$ cat src/rtl/dds_pkg.sv
// rtl/dds_pkg.sv - shared constants, quadrant encoding and quarter-sine table builder
package dds_pkg;

  localparam int DEF_PHASE_WIDTH    = 16;
  localparam int DEF_LUT_ADDR_WIDTH = 8;
  localparam int DEF_SAMPLE_WIDTH   = 12;

  typedef enum logic [1:0] {
    QUAD_RISE     = 2'd0,
    QUAD_FALL     = 2'd1,
    QUAD_NEG_RISE = 2'd2,
    QUAD_NEG_FALL = 2'd3
  } quadrant_t;

  localparam longint PI_Q30 = 64'sd3373259426;

  // round(A*sin(2*pi*k/N)) in Q30 fixed point; Taylor series to x^15 is exact enough for k <= N/4
  function automatic int quarter_sine(input int k, input int addr_width, input int sample_width);
    longint x, x2, term, acc, amp;
    x    = (longint'(2) * PI_Q30 * k) >>> addr_width;
    x2   = (x * x) >>> 30;
    term = x;
    acc  = x;
    for (int n = 1; n <= 7; n++) begin
      term = -((term * x2) >>> 30) / ((2 * n) * (2 * n + 1));
      acc  = acc + term;
    end
    amp = (longint'(1) <<< (sample_width - 1)) - 1;
    return int'((amp * acc + (longint'(1) <<< 29)) >>> 30);
  endfunction

endpackage

$ cat src/rtl/sine_quarter_lut.sv
// rtl/sine_quarter_lut.sv - quarter-wave sine table with quadrant mirroring, registered output
module sine_quarter_lut
  import dds_pkg::*;
#(
  parameter int LUT_ADDR_WIDTH = DEF_LUT_ADDR_WIDTH,
  parameter int SAMPLE_WIDTH   = DEF_SAMPLE_WIDTH
) (
  input  logic                      clk,
  input  logic                      rst,
  input  logic                      load,
  input  logic [LUT_ADDR_WIDTH-1:0] table_index,
  output logic                      sample_valid,
  output logic                      sample_negate,
  output logic [SAMPLE_WIDTH-2:0]   sample_mag,
  output logic [LUT_ADDR_WIDTH-1:0] sample_index
);

  localparam int QN = 1 << (LUT_ADDR_WIDTH - 2);
  localparam int AW = LUT_ADDR_WIDTH - 1;

  logic [SAMPLE_WIDTH-2:0]   rom [0:QN];
  logic [LUT_ADDR_WIDTH-3:0] offset;
  logic [AW-1:0]             addr;
  quadrant_t                 quad;

  for (genvar k = 0; k <= QN; k++) begin : g_rom
    localparam int QV = quarter_sine(k, LUT_ADDR_WIDTH, SAMPLE_WIDTH);
    assign rom[k] = (SAMPLE_WIDTH - 1)'(QV);
  end

  assign quad   = quadrant_t'(table_index[LUT_ADDR_WIDTH-1 -: 2]);
  assign offset = table_index[LUT_ADDR_WIDTH-3:0];
  assign addr   = (quad == QUAD_FALL || quad == QUAD_NEG_FALL) ? AW'(QN) - {1'b0, offset}
                                                               : {1'b0, offset};

  always_ff @(posedge clk) begin
    if (rst) begin
      sample_valid  <= 1'b0;
      sample_negate <= 1'b0;
      sample_mag    <= '0;
      sample_index  <= '0;
    end else begin
      sample_valid <= load;
      if (load) begin
        sample_mag    <= rom[addr];
        sample_negate <= (quad == QUAD_NEG_RISE) || (quad == QUAD_NEG_FALL);
        sample_index  <= table_index;
      end
    end
  end

endmodule

$ cat src/rtl/dds_bpsk_generator.sv
// rtl/dds_bpsk_generator.sv - DDS carrier with run-time FTW/phase and wrap-synchronous BPSK inversion
module dds_bpsk_generator
  import dds_pkg::*;
#(
  parameter int          PHASE_WIDTH    = DEF_PHASE_WIDTH,
  parameter int          LUT_ADDR_WIDTH = DEF_LUT_ADDR_WIDTH,
  parameter int          SAMPLE_WIDTH   = DEF_SAMPLE_WIDTH,
  parameter int unsigned FTW_RESET      = 1 << (PHASE_WIDTH - LUT_ADDR_WIDTH)
) (
  input  logic                           clk,
  input  logic                           rst,
  input  logic                           en,
  input  logic                           cfg_valid,
  output logic                           cfg_ready,
  input  logic [PHASE_WIDTH-1:0]         cfg_ftw,
  input  logic [PHASE_WIDTH-1:0]         cfg_phase,
  input  logic                           sym_in,
  output logic signed [SAMPLE_WIDTH-1:0] sine_out,
  output logic signed [SAMPLE_WIDTH-1:0] neg_sine_out,
  output logic                           valid_out,
  output logic                           wrap_out,
  output logic [LUT_ADDR_WIDTH-1:0]      phase_cnt
);

  logic [PHASE_WIDTH-1:0]    acc, ftw_act, phase_act, ftw_sh, phase_sh, sym_off;
  logic [PHASE_WIDTH:0]      acc_sum;
  logic                      sym_act, pending, imm_sh, carry, take_cfg, apply_cfg;
  logic                      v1, v2, neg2;
  logic [LUT_ADDR_WIDTH-1:0] idx1, idx2, phase_idx;
  logic [SAMPLE_WIDTH-2:0]   mag2;
  logic signed [SAMPLE_WIDTH-1:0] mag_s;

  assign acc_sum   = {1'b0, acc} + {1'b0, ftw_act};
  assign carry     = en & acc_sum[PHASE_WIDTH];
  assign cfg_ready = ~pending;
  assign take_cfg  = cfg_valid & cfg_ready;
  // a transfer taken while idle applies at once; otherwise it waits for a later wrap
  assign apply_cfg = pending & (imm_sh | carry);

  always_ff @(posedge clk) begin
    if (rst) begin
      acc       <= '0;
      ftw_act   <= PHASE_WIDTH'(FTW_RESET);
      phase_act <= '0;
      ftw_sh    <= '0;
      phase_sh  <= '0;
      sym_act   <= 1'b0;
      pending   <= 1'b0;
      imm_sh    <= 1'b0;
      wrap_out  <= 1'b0;
    end else begin
      wrap_out <= carry;
      if (en) acc <= acc_sum[PHASE_WIDTH-1:0];
      if (take_cfg) begin
        ftw_sh   <= cfg_ftw;
        phase_sh <= cfg_phase;
        imm_sh   <= ~en;
        pending  <= 1'b1;
      end else if (apply_cfg) begin
        ftw_act   <= ftw_sh;
        phase_act <= phase_sh;
        pending   <= 1'b0;
      end
      if (carry || apply_cfg) sym_act <= sym_in;
    end
  end

  assign sym_off   = {sym_act, {(PHASE_WIDTH - 1){1'b0}}};
  assign phase_idx = LUT_ADDR_WIDTH'((acc + phase_act + sym_off) >> (PHASE_WIDTH - LUT_ADDR_WIDTH));

  always_ff @(posedge clk) begin
    if (rst) begin
      v1   <= 1'b0;
      idx1 <= '0;
    end else begin
      v1 <= en;
      if (en) idx1 <= phase_idx;
    end
  end

  sine_quarter_lut #(
    .LUT_ADDR_WIDTH(LUT_ADDR_WIDTH),
    .SAMPLE_WIDTH  (SAMPLE_WIDTH)
  ) u_lut (
    .clk          (clk),
    .rst          (rst),
    .load         (v1),
    .table_index  (idx1),
    .sample_valid (v2),
    .sample_negate(neg2),
    .sample_mag   (mag2),
    .sample_index (idx2)
  );

  assign mag_s = {1'b0, mag2};

  always_ff @(posedge clk) begin
    if (rst) begin
      sine_out     <= '0;
      neg_sine_out <= '0;
      valid_out    <= 1'b0;
      phase_cnt    <= '0;
    end else begin
      valid_out <= v2;
      if (v2) begin
        sine_out     <= neg2 ? -mag_s : mag_s;
        neg_sine_out <= neg2 ? mag_s : -mag_s;
        phase_cnt    <= idx2;
      end
    end
  end

endmodule
$ cat config.mk
export PLATFORM = sky130hd
export DESIGN_NAME = dds_bpsk_generator
export DESIGN_NICKNAME = d
export VERILOG_FILES = /design/src/rtl/dds_pkg.sv /design/src/rtl/sine_quarter_lut.sv /design/src/rtl/dds_bpsk_generator.sv
export SDC_FILE = /design/constraint.sdc
export NUM_CORES = 1
export LEC_CHECK = 0
export CORE_UTILIZATION = 30
export CTS_BUF_LIST = sky130_fd_sc_hd__clkbuf_4
export CTS_CLUSTER_SIZE = 12
export DETAILED_ROUTE_END_ITERATION = 6
export GPL_TIMING_DRIVEN = 0
export PLACE_DENSITY = 0.48
export SLEW_MARGIN = 10
export SYNTH_ARGS = -nofsm -noshare
export SYNTH_HDL_FRONTEND = slang
export SYNTH_HIERARCHICAL = 1
export SYNTH_SLANG_ARGS = --single-unit
$ cat constraint.sdc
create_clock -name clk -period 3.3 [get_ports clk]
set_clock_uncertainty 0.1 [all_clocks]
set_input_delay 0.495 -clock clk [delete_from_list [all_inputs] [get_ports clk]]
set_output_delay 0.495 -clock clk [all_outputs]
set_load 0.01 [all_outputs]
==> impl_metrics.json, run 1 <==
{
  "status": "finished, final reports clean",
  "grt_pass1_vias": 7041,
  "nets": 1173,
  "tritoncts": "yes",
  "ant_nets": 0,
  "drive_gt1_share_pct": 7.306,
  "use_met1_pct": 24.93,
  "dp_hpwl_um": 18860,
  "critical_path.slowest_cell": "dfxtp_4",
  "die_w_um": 168.8,
  "drt-total-wl_um": 24590,
  "syn_to_final_growth_pct": 18.60,
  "synth-compound-area-share_pct": 21.16,
  "hold_slack_ps": 365.2,
  "grt_max_degree": 17,
  "crit_arrival_ps": 3410,
  "synth_top_family_by_area": "compound AO/OA/AOI/OAI gates",
  "path_clk_slew_ps": 130,
  "max_freq_ghz": 0.3217,
  "port-buffer-count": 71,
  "first_iter_violations": 440,
  "slew_headroom_pct": 38.40,
  "first_pass_iters": 5,
  "timing.final.ws_setup_ps": 191.2,
  "grt-busiest-layer": "met2",
  "cp_max_fo": 10,
  "synth-xor-area-share_pct": 3.792,
  "coreArea_um2": 27100,
  "grt_pass1_wl_um": 39510,
  "async_reset_ff_share_pct": 0,
  "cts_hold_buf": 0,
  "htreeDepth": 4,
  "setup_violations": 0,
  "ys_seq_area_share_pct": 35.01,
  "clock_path_buffers": 2,
  "drv_slew": 0,
  "crit_start": "idx1[0]$_SDFFE_PP0P_",
  "required_ps": 3600,
  "numCtsBuffers": 17,
  "cts_root_buf": "clkbuf_4",
  "endpoint_kind": "flop",
  "insertion_delay_ps": 560,
  "synthFlopType": "dfxtp_1",
  "ios": 72,
  "cp-start-kind": "flop",
  "cpPeakStageDelay_ps": 460,
  "power_leakage_nw": 3.980,
  "met2_usage_pct": 28.66,
  "dp_worst_setup_slack_ps": -839.3,
  "syn_area_um2": 8348,
  "critical_path.top_delay_family": "compound AO/OA/AOI/OAI gates",
  "ys_warn_count": 6,
  "gr-usage-all-layers_pct": 17.82,
  "synth_cell_type_count": 78,
  "peakVddDrop_mv": 0.2171,
  "critPathBufInv": 3,
  "insertedDiodeCount": 0,
  "die_h_um": 168.8,
  "use_met3_pct": 3.016,
  "rsz0062_at_grt": "no",
  "synthCells": 995,
  "antenna_found_initial": 0,
  "rr_startpoint": "idx1[0]$_SDFFE_PP0P_",
  "final_hold_viol_count": 0,
  "worstHoldStart": "ftw_sh[2]$_SDFFE_PP0P_",
  "timing.final.crit_share_pct": 94.20,
  "ys_ff_latch": 146,
  "start_util_pct": 30.80,
  "hold_class": "reg2reg",
  "cp_common_cell": "ha_1",
  "syn_nets": 1085,
  "path_class": "reg2reg",
  "power_density_nw_per_um2": 385.1,
  "wl_per_cell_um": 16.76,
  "tightest_slew_ps": 917.4,
  "finalPower_w": 0.003812,
  "cap_viol_max_count": 0,
  "vias": 7462,
  "via_per_inst": 5.087,
  "dieArea_um2": 28500,
  "syn_area_per_cell_um2": 8.390,
  "drc": 0,
  "gp_congestion": 0.8884,
  "overflow": 0,
  "synth-adder-area-share_pct": 8.034,
  "path_cells": "buf_6 > inv_1 > ha_1 > mux2_2 > ha_1 > clkbuf_4 > nor3b_2 > a21oi_1 > o221ai_1 > a31oi_1 > o21ai_1 > a41oi_1",
  "postLayoutCoreUtil_pct": 36.53,
  "layout_min_cycle_time_ps": 3109,
  "synth_simple_gate_area_share_pct": 19.57,
  "clkSinkCount": 146,
  "synth_mux_area_share_pct": 7.689,
  "rows": 60,
  "synth-edff-count": 0
}
-- cells in the final DEF, fill, tap and decap left out, types with 4 or more instances in the layout --
cell type,count
buf_2,13
bufinv_16,4
o221ai_1,6
nor2b_1,15
o32ai_1,6
or3_1,10
o21bai_1,7
nor2_1,120
nand2_1,118
nor3_1,19
dfxtp_1,145
a311oi_1,6
nand2b_1,21
a21o_1,10
a21oi_1,78
o211ai_1,8
clkdlybuf4s50_1,71
nand3_1,10
nand3b_1,8
a31oi_1,9
ha_1,50
buf_4,9
mux2i_1,63
inv_1,13
a211oi_1,41
o21ai_1,11
o21ai_0,33
nand4_1,4
clkbuf_1,36
clkbuf_4,18
inv_6,4
xor2_1,13
xnor2_1,20
-- worst paths after layout --
| check | slack (ps) | end | cells past startpoint |
|---|---|---|---|
| max | 190 | u_lut/sample_mag[0]$_SDFFE_PP0P_ | 12 |
| min | 370 | ftw_sh[2]$_SDFFE_PP0P_ | 2 |
| max reg2reg | 190 | u_lut/sample_mag[0]$_SDFFE_PP0P_ | 12 |
| min reg2reg | 370 | ftw_sh[2]$_SDFFE_PP0P_ | 2 |
-- report_power, final --
part           internal, W  total [W]  switching, W  leakage (nW)
combinational     0.000256   0.000606      0.000350          2.62
sequential         0.00182    0.00188     0.0000570          1.19
clock             0.000612    0.00132      0.000712         0.171
-- worst min-delay path, cell delays in order (launching register included) --
cell     delay [ps]
dfxtp_1         330
nand2_1          50
a21oi_1          50
-- registers in the layout, summed over array words and instances (netlist names) --
name / flops
u_lut/sample_negate: 1
sym_act: 1
v1: 1
wrap_out: 1
phase_act: 16
imm_sh: 1
valid_out: 1
phase_cnt: 8
ftw_act: 16
ftw_sh: 16
neg_sine_out: 11
u_lut/sample_index: 8
u_lut/sample_valid: 1
pending: 1
sine_out: 12
idx1: 8
acc: 16
phase_sh: 16
u_lut/sample_mag: 11
-- area by class of cell --
type,instances,area [um^2]
clock inverter,14,203.9
fill,2854,17200
timing repair buffer,71,710.7
multi-input combinational,766,5067
buffer,66,342.8
sequential,146,2927
tap,372,465.4
inverter,15,56.30
clock buffer,17,127.6
-- metal layers --
| layer | wire, um | share of wire, % |
|---|---|---|
| met2 | 11410 | 46 |
| met5 | 0 | 0 |
| met4 | 200 | 0.81 |
| met1 | 11960 | 49 |
| met3 | 1019 | 4.1 |
-- cell families after synthesis --
| group | count (synthesis) |
|---|---|
| DFF | 146 |
| adders and majority gates | 53 |
| xor gates and xnor gates | 34 |
| AOI/OAI and AO/OA | 263 |
| muxes | 64 |
| buffers and inverters | 83 |
| and+or+nand+nor | 352 |
-- timing repair --
item | CTS | global route
resized for setup | 9 | 9
endpoints found under the setup margin | 10 | 7
buffers inserted | 0 | 0
-- through the flow --
step                      setup TNS (ps)  instances  instance area, um^2
after floorplan                        0        995                 8348
after global placement             -7134       1438                 9524
after detailed placement           -6541       1438                 9524
after CTS                              0       1467                 9872
after global routing                   0       1467                 9901
final                                  0       1467                 9901
-- cell usage after synthesis, drive strengths merged, types with 3 or more instances --
master | instances | area (um^2)
nor2b | 15 | 93.84
nor3b | 4 | 35.03
o31ai | 5 | 56.30
o221ai | 6 | 52.55
nand3 | 11 | 60.06
clkbuf | 40 | 150.1
a21boi | 3 | 22.52
or3 | 10 | 62.56
nand3b | 8 | 60.06
nor2 | 120 | 450.4
nand2 | 118 | 442.9
a21oi | 79 | 395.4
o21ai | 44 | 220.2
a211oi | 41 | 307.8
a31oi | 9 | 56.30
o21a | 3 | 22.52
a22oi | 4 | 43.79
nand2b | 21 | 131.4
xor2 | 14 | 141.4
inv | 14 | 52.55
o21bai | 7 | 52.55
and3 | 3 | 18.77
o32ai | 6 | 52.55
nor3 | 21 | 121.4
nand4 | 4 | 25.02
ha | 52 | 650.6
o211ai | 8 | 60.06
or2 | 3 | 18.77
a221o | 3 | 30.03
dfxtp | 146 | 2923
a2111o | 3 | 33.78
o31a | 3 | 26.28
mux2i | 63 | 630.6
xnor2 | 20 | 175.2
buf | 28 | 188.9
o311ai | 3 | 26.28
nor4 | 5 | 37.53
a311oi | 6 | 52.55
a21o | 10 | 75.07
a211o | 3 | 27.53
(Power assumes the default switching activity.)
==> run 2: changes to the inputs <==
clock period = 3.7 ns   (was 3.3 ns; I/O delays follow)
==> run 2 against run 1 <==
  * Wire length is 0.29% higher
  * Sequential power shrank 11%
  * Total power is 11% lower
  * Final area fell by 0.32%
  * Hold slack about the same
  * Sequential cell count is the same
  * Global-route usage is essentially flat
  * Via count grew 0.59%
==> impl_metrics.json, run 2 (synthesized netlist as in run 1, its figures left out) <==
{
  "die_w_um": 168.8,
  "path_clk_slew_ps": 150,
  "cts_resized": 4,
  "antenna_found_initial": 0,
  "tightest_slew_ps": 987.1,
  "port-buffer-count": 71,
  "overflow": 0,
  "max_freq_ghz": 0.2934,
  "place_area_um2": 9524,
  "critical_path.slowest_cell": "ha_2",
  "final_hold_viol_count": 0,
  "ios": 72,
  "setup_violations": 0,
  "layout_min_cycle_time_ps": 3408,
  "rows": 60,
  "vias": 7506,
  "critical_path.top_delay_family": "compound AO/OA/AOI/OAI gates",
  "rsz0062_at_grt": "no",
  "wl_per_cell_um": 16.81,
  "cts_root_buf": "clkbuf_4",
  "drc": 0,
  "tritoncts": "yes",
  "cap_viol_max_count": 0,
  "dieArea_um2": 28500,
  "clock_path_buffers": 2,
  "gp_congestion": 0.8884,
  "cp-start-kind": "flop",
  "grt_pass1_vias": 7038,
  "critical_path_depth": 11,
  "nets": 1173,
  "final_common_cell": "dfxtp_1",
  "min_path_cells": 2,
  "coreArea_um2": 27100,
  "path_class": "reg2reg",
  "slew_headroom_pct": 33.72,
  "first_iter_violations": 466,
  "die_h_um": 168.8,
  "postCtsSetupBuffers": 0,
  "hold_slack_ps": 365.1,
  "drv_slew": 0,
  "cpPeakStageDelay_ps": 510,
  "dp_hpwl_um": 18860,
  "critPathBufInv": 2,
  "drt-total-wl_um": 24660,
  "multi_input_area_um2": 5045,
  "cp_max_fo": 10,
  "power_leakage_nw": 3.974,
  "via_per_inst": 5.117,
  "htreeDepth": 4,
  "seqCellArea_um2": 2924,
  "status": "finished, final reports clean",
  "insertedDiodeCount": 0,
  "final_cell_mix": "dfxtp_1, nor2_1, nand2_1",
  "rr_worst_depth": 11,
  "endpoint_kind": "flop",
  "clkSinkCount": 146,
  "nFillCells": 2855,
  "start_util_pct": 30.80,
  "power_density_nw_per_um2": 344.4,
  "numCtsBuffers": 17,
  "gr-usage-all-layers_pct": 17.80,
  "syn_to_final_growth_pct": 18.23,
  "peakVddDrop_mv": 0.1927,
  "drive_gt1_share_pct": 7.032,
  "crit_arrival_ps": 3780,
  "finalSetupTns_ps": 0,
  "timing.final.crit_share_pct": 92.11,
  "fin_area_um2": 9869,
  "path_cells": "clkbuf_4 > inv_1 > ha_1 > mux2_2 > ha_2 > mux2i_1 > a21oi_1 > o22ai_1 > a21oi_1 > a21oi_1 > o32ai_1",
  "insertion_delay_ps": 550,
  "hold_class": "reg2reg",
  "ant_nets": 0,
  "grt_pass1_wl_um": 39460,
  "required_ps": 4070,
  "cts_hold_buf": 0,
  "cp_common_cell": "a21oi_1",
  "grt_max_degree": 17,
  "first_pass_iters": 5
}
==> run 2: cell count changes in the layout (fill, tap and decap cells not counted) <==
| cell | previous run | this run |
|---|---|---|
| dfxtp_4 | 1 | 0 |
| ha_4 | 1 | 0 |
| nor3b_1 | 2 | 3 |
| a2111oi_1 | 1 | 0 |
| a2111oi_0 | 0 | 1 |
| buf_6 | 1 | 0 |
| ha_1 | 50 | 51 |
| nor3b_2 | 2 | 1 |
| dfxtp_2 | 0 | 1 |
| a21oi_2 | 1 | 0 |
| clkbuf_2 | 0 | 1 |
| a21oi_1 | 78 | 79 |
==> run 2: final cells by class <==
| cell class | count | area share [%] |
|---|---|---|
| Buffer | 66 | 3.410 |
| Clock buffer | 17 | 1.293 |
| Clock inverter | 14 | 2.066 |
| Inverter | 15 | 0.5705 |
| Multi-Input combinational cell | 766 | 51.12 |
| Sequential cell | 146 | 29.63 |
| Tap cell | 372 | 4.716 |
| Timing Repair Buffer | 71 | 7.201 |
==> run 2: worst min-delay path: stages (launching register included) <==
cell and delay, ps:
dfxtp_1 330, nand2_1 50, a21oi_1 50
==> run 2: where the power goes <==
| part | internal, W | leakage (nW) | switching (W) |
|---|---|---|---|
| sequential | 0.00163 | 1.19 | 0.0000505 |
| clock | 0.000546 | 0.171 | 0.000636 |
| combinational | 0.000226 | 2.61 | 0.000312 |
| total | 0.00240 | 3.97 | 0.000999 |
==> run 2: stage by stage <==
stage	instances	total power (W)	utilization [%]	setup slack [ps]
after floorplan	995	0.002046	-	665.9
after global placement	1438	0.002249	35.14	-515.4
after detailed placement	1438	0.002249	35.14	-439.3
after CTS	1467	0.003441	36.38	131.9
after global routing	1467	0.003575	36.42	88.01
final	1467	0.003399	36.42	291.9
==> run 2: routing by layer <==
layer	vias up	wire length [um]	GRT usage [%]
li1	3753	-	-
met1	3539	12050	24.80
met2	196	11350	28.62
met3	18	1017	3.180
met4	0	242	3.715
met5	-	0	0
==> run 2: path summary, 6_finish.rpt <==
kind                                        startpoint                          endpoint  slack, ps
worst max-delay path              idx1[0]$_SDFFE_PP0P_  u_lut/sample_mag[6]$_SDFFE_PP0P_        290
worst min-delay path            ftw_sh[2]$_SDFFE_PP0P_            ftw_sh[2]$_SDFFE_PP0P_        370
worst max register to register    idx1[0]$_SDFFE_PP0P_  u_lut/sample_mag[6]$_SDFFE_PP0P_        290
worst min register to register  ftw_sh[2]$_SDFFE_PP0P_            ftw_sh[2]$_SDFFE_PP0P_        370
==> run 3: changes to the inputs <==
clock period = 3.8 ns   (was 3.7 ns; I/O delays follow)
==> run 3 against run 2 <==
  * Worst setup slack worse by 110 ps
  * Wire length is 0.15% higher
  * Critical path type unchanged
  * Die area stayed put
  * First-iteration DRC count is 2.4% higher
  * Register-to-register slack worse by 110 ps
  * Clock power hardly changed
  * Largest cell class unchanged
  * Final area hardly changed
==> impl_metrics.json, run 3 (synthesized netlist as in run 1, its figures left out) <==
{
  "status": "finished, final reports clean",
  "first_iter_violations": 477,
  "power_density_nw_per_um2": 335.3,
  "start_util_pct": 30.80,
  "slew_headroom_pct": 33.22,
  "peakVddDrop_mv": 0.1878,
  "dp_cells": 1438,
  "critPathBufInv": 2,
  "internal_power_w": 0.002336,
  "grt_pass1_wl_um": 39460,
  "path_class": "reg2reg",
  "numCtsBuffers": 17,
  "drt-total-wl_um": 24700,
  "gp_congestion": 0.8884,
  "cp_max_fo": 10,
  "tightest_slew_ps": 994.5,
  "drv_slew": 0,
  "final_hold_viol_count": 0,
  "nFillCells": 2858,
  "combPwrFrac_pct": 15.8,
  "hold_class": "reg2reg",
  "port-buffer-count": 71,
  "layout.cells.non_filler": 1467,
  "final_cell_mix": "dfxtp_1, nor2_1, nand2_1",
  "dp_hpwl_um": 18860,
  "pwr-share-clk_pct": 34.8,
  "crit_arrival_ps": 3990,
  "die_h_um": 168.8,
  "clkSinkCount": 146,
  "critical_path.top_delay_family": "compound AO/OA/AOI/OAI gates",
  "cp-start-kind": "flop",
  "cp_common_cell": "a21oi_1",
  "gr-usage-all-layers_pct": 17.80,
  "postCtsSetupBuffers": 0,
  "dp_worst_setup_slack_ps": -339.3,
  "layout_min_cycle_time_ps": 3618,
  "required_ps": 4170,
  "timing.final.crit_share_pct": 95.21,
  "seq_power_share_pct": 49.4,
  "first_pass_iters": 5,
  "via_per_inst": 5.102,
  "p_switching_w": 0.0009714,
  "clock_path_buffers": 2,
  "insertedDiodeCount": 0,
  "overflow": 0,
  "path_cells": "clkbuf_2 > inv_1 > ha_1 > mux2_2 > ha_1 > mux2i_1 > a21oi_1 > o22ai_1 > a21oi_1 > a21oi_1 > o32ai_1",
  "rows": 60,
  "coreArea_um2": 27100,
  "ios": 72,
  "drc": 0,
  "cts_root_buf": "clkbuf_4",
  "finalSetupTns_ps": 0,
  "antenna_found_initial": 0,
  "timing.final.ws_setup_ps": 182.0,
  "insertion_delay_ps": 550,
  "cap_viol_max_count": 0,
  "grt_max_degree": 17,
  "postLayoutCoreUtil_pct": 36.40,
  "drive_gt1_share_pct": 6.941,
  "ant_nets": 0,
  "endpoint_kind": "flop",
  "nets": 1173,
  "path_clk_slew_ps": 150,
  "critical_path.slowest_cell": "ha_1",
  "power_leakage_nw": 3.977,
  "fin_area_um2": 9864,
  "die_w_um": 168.8,
  "cpPeakStageDelay_ps": 560,
  "setup_violations": 0,
  "tritoncts": "yes",
  "wl_per_cell_um": 16.83,
  "vias": 7484,
  "p_sw_share_pct": 29.37,
  "max_freq_ghz": 0.2764,
  "syn_to_final_growth_pct": 18.17,
  "htreeDepth": 4,
  "place_area_um2": 9524,
  "dieArea_um2": 28500,
  "grt_pass1_vias": 7038,
  "final_common_cell": "dfxtp_1",
  "rsz0062_at_grt": "no"
}
run 3: cell counts in the layout (fill, tap and decap cells not counted):
No cell type changed its count.
run 3: worst register-to-register path, cell delays in order (launching register included):
cell and delay (ps):
dfxtp_2 490, clkbuf_2 360, inv_1 220, ha_1 320
mux2_2 370, ha_1 560, mux2i_1 170, a21oi_1 180
o22ai_1 120, a21oi_1 230, a21oi_1 140, o32ai_1 280
run 3: routing by layer:
layer,share of wire (%),vias up,track usage (%)
li1,-,3755,-
met4,1.1,0,3.715
met1,49,3536,24.80
met2,46,171,28.62
met3,3.5,22,3.180
met5,0,-,0
run 3: per-stage QoR:
stage	hold slack [ps]	power, W
2_1_floorplan	335.7	0.001992
3_3_place_gp	345.4	0.002190
3_5_place_dp	350.8	0.002190
4_1_cts	368.8	0.003350
5_1_grt	382.1	0.003481
6_report	365.1	0.003307
run 3: area by class of cell:
cell class	instances	area, um^2	area share, %
Sequential cell	146	2924	29.64
Buffer	66	334.1	3.387
Timing Repair Buffer	71	710.7	7.204
Clock buffer	17	127.6	1.294
Inverter	15	56.30	0.5708
Multi-Input combinational cell	766	5042	51.12
Clock inverter	14	203.9	2.067
Tap cell	372	465.4	4.718
run 3: what timing repair did:
item | in CTS | in global routing
setup endpoints to repair | 8 | 6
hold buffers | 0 | 0
resized for setup | 3 | 4
run 3: final timing paths:
| path | from | endpoint | slack (ps) | cells after the start |
|---|---|---|---|---|
| worst min register to register | ftw_sh[2]$_SDFFE_PP0P_ | ftw_sh[2]$_SDFFE_PP0P_ | 370 | 2 |
| worst max register to register | idx1[0]$_SDFFE_PP0P_ | u_lut/sample_mag[6]$_SDFFE_PP0P_ | 180 | 11 |
| worst max-delay path | idx1[0]$_SDFFE_PP0P_ | u_lut/sample_mag[6]$_SDFFE_PP0P_ | 180 | 11 |
| worst min-delay path | ftw_sh[2]$_SDFFE_PP0P_ | ftw_sh[2]$_SDFFE_PP0P_ | 370 | 2 |
run 3: power groups by stage:
stage	Combinational, W	Sequential (W)	Clock, W
after floorplan	0.000335	0.00166	0
after global placement	0.000521	0.00167	0
after detailed placement	0.000521	0.00167	0
after CTS	0.000523	0.00164	0.00119
after global routing	0.000577	0.00164	0.00126
final	0.000523	0.00163	0.00115
